## src/rtl/instr_fetch_unit.sv

```systemverilog
// Instruction fetch sequencer: one outstanding imem read at a time,
// hands fetched words to decode and drives the PC register load port.
module instr_fetch_unit #(
    parameter int XLEN    = 32,
    parameter int PC_STEP = 4
) (
    input  logic            clk,
    input  logic            rst,
    input  logic [XLEN-1:0] pc_q,
    output logic            pc_ld,
    output logic [XLEN-1:0] pc_next,
    output logic            imem_req_valid,
    output logic [XLEN-1:0] imem_req_addr,
    input  logic            imem_req_ready,
    input  logic            imem_rsp_valid,
    input  logic [XLEN-1:0] imem_rsp_data,
    input  logic            redirect_valid,
    input  logic [XLEN-1:0] redirect_pc,
    output logic            inst_valid,
    output logic [XLEN-1:0] inst_data,
    output logic [XLEN-1:0] inst_pc,
    input  logic            inst_ready
);

    localparam logic [1:0] S_REQ  = 2'd0;
    localparam logic [1:0] S_WAIT = 2'd1;
    localparam logic [1:0] S_OUT  = 2'd2;

    localparam logic [XLEN-1:0] STEP = XLEN'(PC_STEP);

    logic [1:0]      state_q, state_d;
    logic            drop_q, drop_d;
    logic            inst_valid_q, inst_valid_d;
    logic [XLEN-1:0] inst_data_q, inst_data_d;
    logic [XLEN-1:0] inst_pc_q, inst_pc_d;
    logic [XLEN-1:0] req_pc_q, req_pc_d;
    logic            inst_fire;

    assign imem_req_addr  = pc_q;
    assign imem_req_valid = (state_q == S_REQ) & ~redirect_valid & ~rst;
    assign inst_fire      = inst_valid_q & inst_ready;

    assign inst_valid = inst_valid_q;
    assign inst_data  = inst_data_q;
    assign inst_pc    = inst_pc_q;

    // Redirect wins over the sequential advance of an accepted instruction.
    always_comb begin
        pc_ld   = 1'b0;
        pc_next = pc_q;
        if (redirect_valid) begin
            pc_ld   = 1'b1;
            pc_next = redirect_pc;
        end else if (inst_fire) begin
            pc_ld   = 1'b1;
            pc_next = inst_pc_q + STEP;
        end
        if (rst) begin
            pc_ld = 1'b0;
        end
    end

    always_comb begin
        state_d      = state_q;
        drop_d       = drop_q;
        inst_valid_d = inst_valid_q;
        inst_data_d  = inst_data_q;
        inst_pc_d    = inst_pc_q;
        req_pc_d     = req_pc_q;
        case (state_q)
            S_REQ: begin
                if (imem_req_valid && imem_req_ready) begin
                    req_pc_d = pc_q;
                    state_d  = S_WAIT;
                end
            end
            S_WAIT: begin
                if (imem_rsp_valid) begin
                    if (drop_q || redirect_valid) begin
                        drop_d  = 1'b0;
                        state_d = S_REQ;
                    end else begin
                        inst_data_d  = imem_rsp_data;
                        inst_pc_d    = req_pc_q;
                        inst_valid_d = 1'b1;
                        state_d      = S_OUT;
                    end
                end else if (redirect_valid) begin
                    // The in-flight response now belongs to a dead path.
                    drop_d = 1'b1;
                end
            end
            S_OUT: begin
                if (redirect_valid || inst_fire) begin
                    inst_valid_d = 1'b0;
                    state_d      = S_REQ;
                end
            end
            default: begin
                state_d = S_REQ;
            end
        endcase
    end

    always_ff @(posedge clk) begin
        if (rst) begin
            state_q      <= S_REQ;
            drop_q       <= 1'b0;
            inst_valid_q <= 1'b0;
            inst_data_q  <= '0;
            inst_pc_q    <= '0;
            req_pc_q     <= '0;
        end else begin
            state_q      <= state_d;
            drop_q       <= drop_d;
            inst_valid_q <= inst_valid_d;
            inst_data_q  <= inst_data_d;
            inst_pc_q    <= inst_pc_d;
            req_pc_q     <= req_pc_d;
        end
    end

endmodule
```

## config.mk

```make
export PLATFORM = sky130hd
export DESIGN_NAME = instr_fetch_unit
export DESIGN_NICKNAME = d
export VERILOG_FILES = /design/src/rtl/instr_fetch_unit.sv
export SDC_FILE = /design/constraint.sdc
export NUM_CORES = 1
export LEC_CHECK = 0
export CAP_MARGIN = 10
export CORE_ASPECT_RATIO = 0.8
export CORE_MARGIN = 2
export CORE_UTILIZATION = 35
export DETAILED_ROUTE_END_ITERATION = 10
export HOLD_SLACK_MARGIN = 0.05
export PLACE_DENSITY = 0.76
export RECOVER_POWER = 50
export SLEW_MARGIN = 10
export SYNTH_ARGS = -nofsm -noshare
export SYNTH_HDL_FRONTEND = slang
export SYNTH_SLANG_ARGS = --single-unit
```

## constraint.sdc

```tcl
create_clock -name clk -period 2.7 [get_ports clk]
set_input_delay 0.27 -clock clk [delete_from_list [all_inputs] [get_ports clk]]
set_output_delay 0.27 -clock clk [all_outputs]
set_load 0.02 [all_outputs]
```

==> flow_summary_export.csv, run 1 <==
group,metric,value,unit
timing,maxSlewViolCount,0,
placed_design,dp_hpwl,11400,um
routing,wl,16000,um
synthesis,ys_seq_area_share,40.6,%
floorplanning,num_rows,38,
placed_design,gp_congestion,0.795,
synthesis,yosys-top-cells-count,"nand2_1, a21oi_1, dfxtp_1",
floorplanning,start_util,36.1,%
clocking,tritoncts,"done",
setup_path,path_max_fanout,7,
setup_path,max_stage_delay,560,ps
routing,avgRoutedWirePerCell,15.2,um
power,total_power,3.35,mW
synthesis,synth_edf_count,0,
clocking,cts_buffers,9,
setup_path,crit_type,"flop to output port",
setup_path,arrival,2330,ps
timing,min_period_over_period,96.4,%
clocking,clk_pin_slew,70,ps
synthesis,synth_top_area_share,40.6,%
synthesis,yosys_most_used_dff,"dfxtp_1",
synthesis,synth_seq_cells,100,
global_route,grt_max_degree,101,
layout,area_delta_synth_final,54.1,%
routing,drc,0,
power,p_leak,2.91,nW
timing,setup_violations,0,
floorplanning,die_w,137,um
synthesis,yosys_warnings,0,
clocking,htree_levels,3,
timing,clock_skew,9.24,ps
floorplanning,coreArea,0.0136,mm^2
power,p_per_area,442,mW/mm^2
setup_path,endpoint_kind,"output port",
global_route,antenna_found_initial,0,
min_path,hold_path_class,"flop to flop",
setup_path,worst_setup_path_start_kind,"flop",
clocking,clock-root-buffer,"clkbuf_16",
timing,worst_pin_slew,1040,ps
synthesis,synthCells,675,
floorplanning,pin_count,233,
layout,layout.nets,974,
layout,diodes,0,
timing,period_minus_slack,2600,ps
min_path,hold_start,"inst_data[4]",
clocking,postCtsHoldBufs,0,
min_path,hold_path_end,"inst_data[4]",
global_route,overflow,0,
synthesis,syn_area_per_cell,7.30,um^2
synthesis,yosys.area.top_type,"dfxtp_1",
setup_path,r2r_start,"state_q[0]",
clocking,clockBufferDepth,2,
run_status,status,"finished, final reports clean",
setup_path,path_cells,"nand4_1 > or4_4 > buf_4 > nor4_2 > xnor2_1 > o221ai_1 > buf_2",
synthesis,syn-num-nets,778,
layout,layout-drive-gt1-share,8.33,%
power,peakVddDrop,310,uV
timing,relSlewSlack,30.9,%
global_route,grt_pass1_vias,4790,
routing,drt_iter0_drc,294,
timing,final_hold_viol_count,0,
timing,fmax,0.384,GHz
synthesis,yosys-top-cells-area,"dfxtp_1, nand2_1, a21oi_1",
setup_path,reg2reg_slack,530,ps
routing,dr.pass1.iters,6,
placed_design,portBuffers,232,
floorplanning,dieArea,0.0151,mm^2
synthesis,synth_area,0.00493,mm^2
synthesis,synth_cell_types,41,
routing,vias_per_cell,4.92,
setup_path,slowest_stage,"or4_4",
global_route,grt.total_usage,20.8,%
synthesis,async_flop_share,0,%
setup_path,reg2reg_depth,6,
setup_path,crit_path_start,"inst_pc[3]",
routing,route.vias.total,5199,
flow_run,drv_cap,0,
global_route,grt_pass1_wl,24400,um
timing,worst_hold_slack,449,ps
clocking,clock_latency,340,ps
setup_path,r2r-end,"inst_pc[1]",
floorplanning,fp.dieH,110,um
layout,final_core_util,55.6,%
clocking,cts.sinks,100,
synthesis,yosysMostFrequentCell,"nand2_1",
setup_path,cp.required,2430,ps
min_path,min_path_cells,2,
routing,ant_nets,0,
## through the flow
stage	cell area, um^2	setup TNS (ps)	setup slack, ps	instances
after global routing	7590	-51.6	-28.4	1056
final	7590	0	96.0	1056
after global placement	7270	0	107	1038
after CTS	7580	0	47.5	1054
after floorplan	4930	0	146	675
after detailed placement	7270	0	17.3	1038
## state kept, by name, summed over array words and instances (netlist names)
register    cells
drop_q          1
inst_data      32
state_q         2
inst_valid      1
req_pc_q       32
inst_pc        32
## critical path, delay by kind of cell, from the launching register on
family / cells / cell delay (ps)
compound gates: 1 / 130
flops: 1 / 380
simple gates: 3 / 960
buf+inv: 2 / 370
xor+xnor: 1 / 160
## cells by family (layout without fill, tap and decap cells)
| logic type | after synthesis | after routing | synth area share [%] |
|---|---|---|---|
| compound gates | 147 | 147 | 16.6 |
| xor+xnor | 25 | 25 | 4.44 |
| mux | 5 | 5 | 1.02 |
| simple gates | 316 | 316 | 27.7 |
| fa+ha+maj | 1 | 1 | 0.254 |
| buf+inv | 81 | 282 | 9.42 |
| flops | 100 | 100 | 40.6 |
## power breakdown
| group | internal, mW | switching (mW) | leakage (nW) |
|---|---|---|---|
| Combinational | 0.260 | 0.257 | 1.96 |
| Sequential | 1.50 | 0.0113 | 0.809 |
| Clock | 0.776 | 0.554 | 0.150 |
| Total | 2.53 | 0.821 | 2.91 |
## repair_timing
item,in CTS,in global routing
endpoints found under the hold margin,0,0
setup buffers,0,2
cloned,0,0
gates resized for setup,28,19
setup endpoints to repair,20,41
pin swaps,0,1
## placed cells by master, fill, tap and decap left out, drive strengths merged, types with 7 or more instances in the layout
cell           Yosys  routed
dlygate4sd3        0      90
clkbuf            41      15
nor2              22      22
nand4             10      10
dlygate4sd2        0      13
nand2            240     240
clkdlybuf4s50      0     119
o21ai             15      15
o221ai            11      11
nand3             10      10
xnor2             10      10
a21oi            111     111
buf               38      37
dfxtp            100     100
xor2              15      15
nor4               7       7
## area by class of cell
class,count,area [um^2]
clock buffers,12,256
inverters,1,3.75
repair buffers,265,2550
clock inverters,4,55.1
well taps,180,225
multi-input cells,494,2500
fillers,1301,6050
flip-flops and latches,100,2000
## routing by layer
metal  vias to the layer above  share of wire [%]  GRT usage, %
li1                       2625                  -             -
met1                      2383                 43          25.5
met2                       179                 47          35.7
met3                        12                8.1          6.58
met4                         0                1.1          5.28
met5                         -                  0             0
## worst max path at each step
stage	end	slack [ps]	cells after the start
finish	pc_next[27]	100	7
floorplan	pc_next[22]	150	6
global route	pc_next[27]	-30	7
global placement	pc_next[31]	110	6
CTS	pc_next[27]	50	6
detailed placement	pc_next[31]	20	6
Power figures use the tool's default switching activity.
==> run 2: changes to the inputs <==
Settings changed: SKIP_LAST_GASP from default to 1.
==> run 2 against run 1 <==
  * Via count down 0.35%
  * Clock power about the same
  * Non-clock buffer count down 1
  * Sequential cell count unchanged
  * Die area unchanged
  * Cell count about the same
  * Global-route usage about the same
  * Total power up 0.21%
  * Combinational power up 1%
  * Sequential power about the same
==> flow_summary_export.csv, run 2 (synthesis results as in run 1) <==
group,metric,value,unit
clocking,htree_levels,3,
timing,setup_violations,0,
floorplanning,dieArea,0.0151,mm^2
min_path,hold_start,"inst_data[4]",
run_status,status,"finished, final reports clean",
timing,worst_pin_slew,1140,ps
timing,worst_hold_slack,449,ps
setup_path,endpoint_kind,"output port",
clocking,cts.sinks,100,
floorplanning,coreArea,0.0136,mm^2
global_route,overflow,0,
setup_path,cp.buffers_inverters,1,
layout,diodes,0,
setup_path,worst_setup_path_start_kind,"flop",
setup_path,r2r_start,"state_q[0]",
setup_path,reg2reg_depth,6,
placed_design,placed_area,0.00727,mm^2
timing,period_minus_slack,2680,ps
setup_path,slowest_stage,"or4_4",
floorplanning,start_util,36.1,%
setup_path,path_delay_family,"simple AND/OR/NAND/NOR gates",
layout,regArea,0.00200,mm^2
routing,ant_nets,0,
layout,area_delta_synth_final,53.7,%
min_path,min_path_cells,2,
timing,maxSlewViolCount,0,
floorplanning,die_w,137,um
routing,avgRoutedWirePerCell,15.2,um
placed_design,dp_slack,17.3,ps
placed_design,portBuffers,232,
placed_design,dpl.cell_count,1038,
clocking,tritoncts,"done",
min_path,hold_path_class,"flop to flop",
clocking,clock-root-buffer,"clkbuf_16",
clocking,cts_buffers,9,
setup_path,reg2reg_slack,250,ps
routing,drt_iter0_drc,291,
power,p_leak,2.82,nW
clocking,clock_latency,340,ps
global_route,grt_pass1_vias,4789,
global_route,antenna_found_initial,0,
placed_design,dp_hpwl,11400,um
routing,route.vias.total,5181,
routing,wl,16000,um
layout,final_cell_mix,"nand2_1, clkdlybuf4s50_1, a21oi_1",
timing,tns,0,ps
power,peakVddDrop,311,uV
layout,stdcell_area,0.00757,mm^2
layout,layout-drive-gt1-share,8.23,%
setup_path,path_max_fanout,7,
layout,multi_input_area,0.00250,mm^2
timing,rsz0062_at_grt,"true",
setup_path,r2r-end,"inst_pc[1]",
global_route,grt.total_usage,20.8,%
layout,fillers,1307,
setup_path,cp.required,2430,ps
placed_design,gp_congestion,0.795,
timing,final_hold_viol_count,0,
clocking,clockBufferDepth,2,
setup_path,crit_type,"flop to output port",
setup_path,max_stage_delay,690,ps
flow_run,drv_cap,0,
min_path,hold_path_end,"inst_data[4]",
floorplanning,pin_count,233,
timing,clock_skew,6.82,ps
timing,fmax,0.373,GHz
floorplanning,fp.dieH,110,um
timing,min_period_over_period,99.3,%
layout,final_cells,1055,
setup_path,path_cells,"nand4_1 > or4_4 > nor4_2 > xnor2_1 > o221ai_2 > clkbuf_2",
routing,vias_per_cell,4.91,
timing,relSlewSlack,23.4,%
clocking,clk_pin_slew,70,ps
global_route,grt_pass1_wl,24400,um
power,p_per_area,444,mW/mm^2
timing,fin_ws,19.0,ps
routing,drc,0,
setup_path,arrival,2410,ps
global_route,grt_max_degree,101,
floorplanning,num_rows,38,
layout,layout_commonest_cell,"nand2_1",
layout,layout.nets,973,
routing,dr.pass1.iters,4,
## run 2: changes by cell type in the layout (fill, tap and decap cells not counted)
| cell | delta |
|---|---|
| dlygate4sd2_1 | -1 |
| nor3_4 | -1 |
| nor3_2 | +1 |
| buf_2 | -2 |
| dfxtp_2 | -1 |
| clkbuf_2 | +3 |
| buf_4 | -1 |
| dlygate4sd3_1 | -49 |
| clkdlybuf4s50_1 | +49 |
| dfxtp_1 | +1 |
## run 2: how the worst max path moves through the flow
stage	slack, ps	to	cells past startpoint	from
2_1_floorplan	150	pc_next[22]	6	inst_pc[2]
3_3_place_gp	110	pc_next[31]	6	inst_pc[3]
3_5_place_dp	20	pc_next[31]	6	inst_pc[3]
4_1_cts	-110	pc_next[31]	6	inst_pc[3]
5_1_grt	-150	pc_next[31]	6	inst_pc[3]
6_report	20	pc_next[31]	6	inst_pc[3]
## run 2: area by class of cell
| class | count | area share, % |
|---|---|---|
| Inverter | 1 | 0.0496 |
| Timing Repair Buffer | 264 | 33.5 |
| Tap cell | 180 | 2.97 |
| Sequential cell | 100 | 26.4 |
| Clock buffer | 12 | 3.39 |
| Multi-Input combinational cell | 494 | 33.0 |
| Clock inverter | 4 | 0.727 |
## run 2: worst register-to-register path, delay by kind of cell (launching register included)
kind,cells,cell delay [ps]
simple gates,4,1390
buf+inv,1,480
flops,1,360
compound gates,1,130
## run 2: timing repair
| action | 4_1_cts | 5_1_grt |
|---|---|---|
| pin swaps | 0 | 3 |
| gates resized for setup | 25 | 20 |
| buffers inserted | 0 | 1 |
| endpoints found under the setup margin | 20 | 45 |
| endpoints found under the hold margin | 0 | 0 |
| hold buffers | 0 | 0 |
## run 2: metrics by stage
| step | util, % | power (mW) |
|---|---|---|
| final | 55.5 | 3.36 |
| after global routing | 55.5 | 3.49 |
| after CTS | 55.5 | 3.41 |
| after detailed placement | 53.3 | 2.09 |
| after global placement | 53.3 | 2.09 |
| after floorplan | - | 1.80 |
## run 2: layer usage
metal  global-route usage (%)  share of wire, %  routed length [um]
met1                     25.5                42                6680
met4                     5.28               1.2                 189
met3                     6.58                10                1620
met5                        0                 0                   0
met2                     35.5                47                7550
## run 2: power breakdown
part	internal [mW]	switching (mW)	leakage [nW]	total, mW
sequential	1.50	0.0112	0.808	1.51
combinational	0.266	0.257	1.86	0.523
clock	0.776	0.554	0.150	1.33
total	2.54	0.822	2.82	3.36
==> run 3: changes to the inputs <==
Settings changed: CTS_BUF_LIST from default to sky130_fd_sc_hd__clkbuf_8, TNS_END_PERCENT from default to 10.
==> run 3 against run 2 <==
  * The run now ends with setup timing left
  * Sequential share of layout area rose by 0.26 points
  * Non-clock buffer count fell by 1
  * Cell count barely moved
  * Sequential power barely moved
==> flow_summary_export.csv, run 3 (synthesis results as in run 1) <==
group,metric,value,unit
placed_design,portBuffers,232,
placed_design,dpl.cell_count,1038,
timing,setup_violations,9,
setup_path,cp.required,2430,ps
routing,dr.pass1.iters,5,
run_status,violations,"setup timing",
clocking,clock_latency,360,ps
routing,drt_iter0_drc,307,
setup_path,arrival,2620,ps
timing,period_minus_slack,2890,ps
routing,vias_per_cell,4.92,
power,p_per_area,405,mW/mm^2
clocking,htree_levels,3,
floorplanning,pin_count,233,
power,p_int,2.25,mW
layout,final_cells,1054,
layout,layout-drive-gt1-share,7.44,%
routing,wl,16000,um
global_route,grt_pass1_vias,4771,
floorplanning,fp.dieH,110,um
layout,fillers,1305,
global_route,overflow,0,
global_route,antenna_found_initial,0,
routing,top_layer_used,"met4",
power,swShare,25.8,%
power,p_clk_share,32.9,%
setup_path,endpoint_kind,"output port",
min_path,hold_path_class,"primary input to flop",
routing,avgRoutedWirePerCell,15.2,um
layout,stdcell_area,0.00750,mm^2
timing,relSlewSlack,23.4,%
timing,min_period_over_period,107,%
routing,wl_met1,6880,um
clocking,clockBufferDepth,2,
clocking,cts_buffers,9,
setup_path,path_max_fanout,9,
timing,clock_skew,9.21,ps
floorplanning,num_rows,38,
run_status,status,"finished, violations left",
routing,wl_met2,7590,um
flow_run,drv_cap,0,
routing,met3_length,1340,um
timing,worst_pin_slew,1140,ps
clocking,tritoncts,"done",
power,peakVddDrop,329,uV
timing,fmax,0.347,GHz
clocking,postCtsHoldBufs,0,
layout,area_delta_synth_final,52.2,%
timing,maxSlewViolCount,0,
layout,diodes,0,
routing,drc,0,
timing,fin_ws,-185,ps
timing,worst_hold_slack,446,ps
layout,layout_commonest_cell,"nand2_1",
timing,rsz0062_at_grt,"true",
layout,final_cell_mix,"nand2_1, clkdlybuf4s50_1, a21oi_1",
power,p_leak,2.81,nW
clocking,clock-root-buffer,"clkbuf_8",
global_route,grt.total_usage,20.7,%
setup_path,worst_setup_path_start_kind,"flop",
floorplanning,start_util,36.1,%
placed_design,gp_congestion,0.795,
timing,tns,-1030,ps
routing,ant_nets,0,
floorplanning,die_w,137,um
layout,layout.nets,972,
placed_design,placed_area,0.00727,mm^2
clocking,clk_pin_slew,100,ps
placed_design,dp_hpwl,11400,um
clocking,cts.sinks,100,
timing,final_hold_viol_count,0,
power,power_switching,0.782,mW
routing,route.vias.total,5187,
floorplanning,coreArea,0.0136,mm^2
floorplanning,dieArea,0.0151,mm^2
power,share_comb_of_total_power,17.5,%
power,power_frac_seq,49.7,%
global_route,grt_pass1_wl,24300,um
layout,final_core_util,55.0,%
global_route,grt_max_degree,101,
setup_path,crit_type,"flop to output port",
run 3: changes by cell type in the layout (fill, tap and decap cells not counted), sizes merged:
| cell | delta |
|---|---|
| buf | -2 |
| clkbuf | -6 |
| clkdlybuf4s15 | -1 |
| clkdlybuf4s50 | -22 |
| dlygate4sd2 | -9 |
| dlygate4sd3 | +35 |
| dlymetal6s2s | +3 |
| inv | +1 |
run 3: per-stage QoR:
stage | power, mW | setup WS (ps)
floorplan | 1.80 | 146
global placement | 2.09 | 107
detailed placement | 2.09 | 17.3
CTS | 3.09 | -258
global route | 3.16 | -335
finish | 3.03 | -185
run 3: routing by layer:
layer	GRT usage (%)	vias to the layer above
li1	-	2617
met1	25.4	2381
met2	35.4	177
met3	6.58	12
met4	4.84	0
met5	0	-
run 3: timing repair:
item                       4_1_cts  5_1_grt
buffers inserted                 0        0
setup endpoints to repair       21       53
gates resized for setup          9        5
run 3: path summary, 6_finish.rpt:
kind	start	to	slack, ps	depth (start not counted)
worst max-delay path	inst_pc[11]	pc_next[20]	-190	8
worst min register to register	inst_data[18]	inst_data[18]	450	2
worst max register to register	state_q[0]	inst_data[19]	240	6
worst min-delay path	imem_rsp_data[15]	inst_data[15]	450	3
run 3: worst max-delay path, cell delays in order (launching register included):
cell             delay, ps
dfxtp_1                360
nand4_2                110
buf_4                  160
nor4_2                 280
buf_4                  240
nand3_1                110
xor2_1                 160
o221ai_1               190
clkdlybuf4s50_1        640
run 3: area by class of cell:
type / count / area [um^2] / area share [%]
tap: 180 / 225 / 3.00
inverter: 1 / 3.75 / 0.0500
sequential: 100 / 2000 / 26.7
multi-input combinational: 494 / 2480 / 33.1
timing repair buffer: 263 / 2580 / 34.4
clock buffer: 11 / 151 / 2.02
clock inverter: 5 / 58.8 / 0.784
run 3: power by group through the flow:
stage | clock network [mW] | registers (mW) | logic, mW
4_1_cts | 1.03 | 1.51 | 0.548
3_3_place_gp | 0 | 1.54 | 0.546
3_5_place_dp | 0 | 1.54 | 0.548
5_1_grt | 1.08 | 1.51 | 0.569
2_1_floorplan | 0 | 1.55 | 0.251
6_report | 0.998 | 1.51 | 0.530
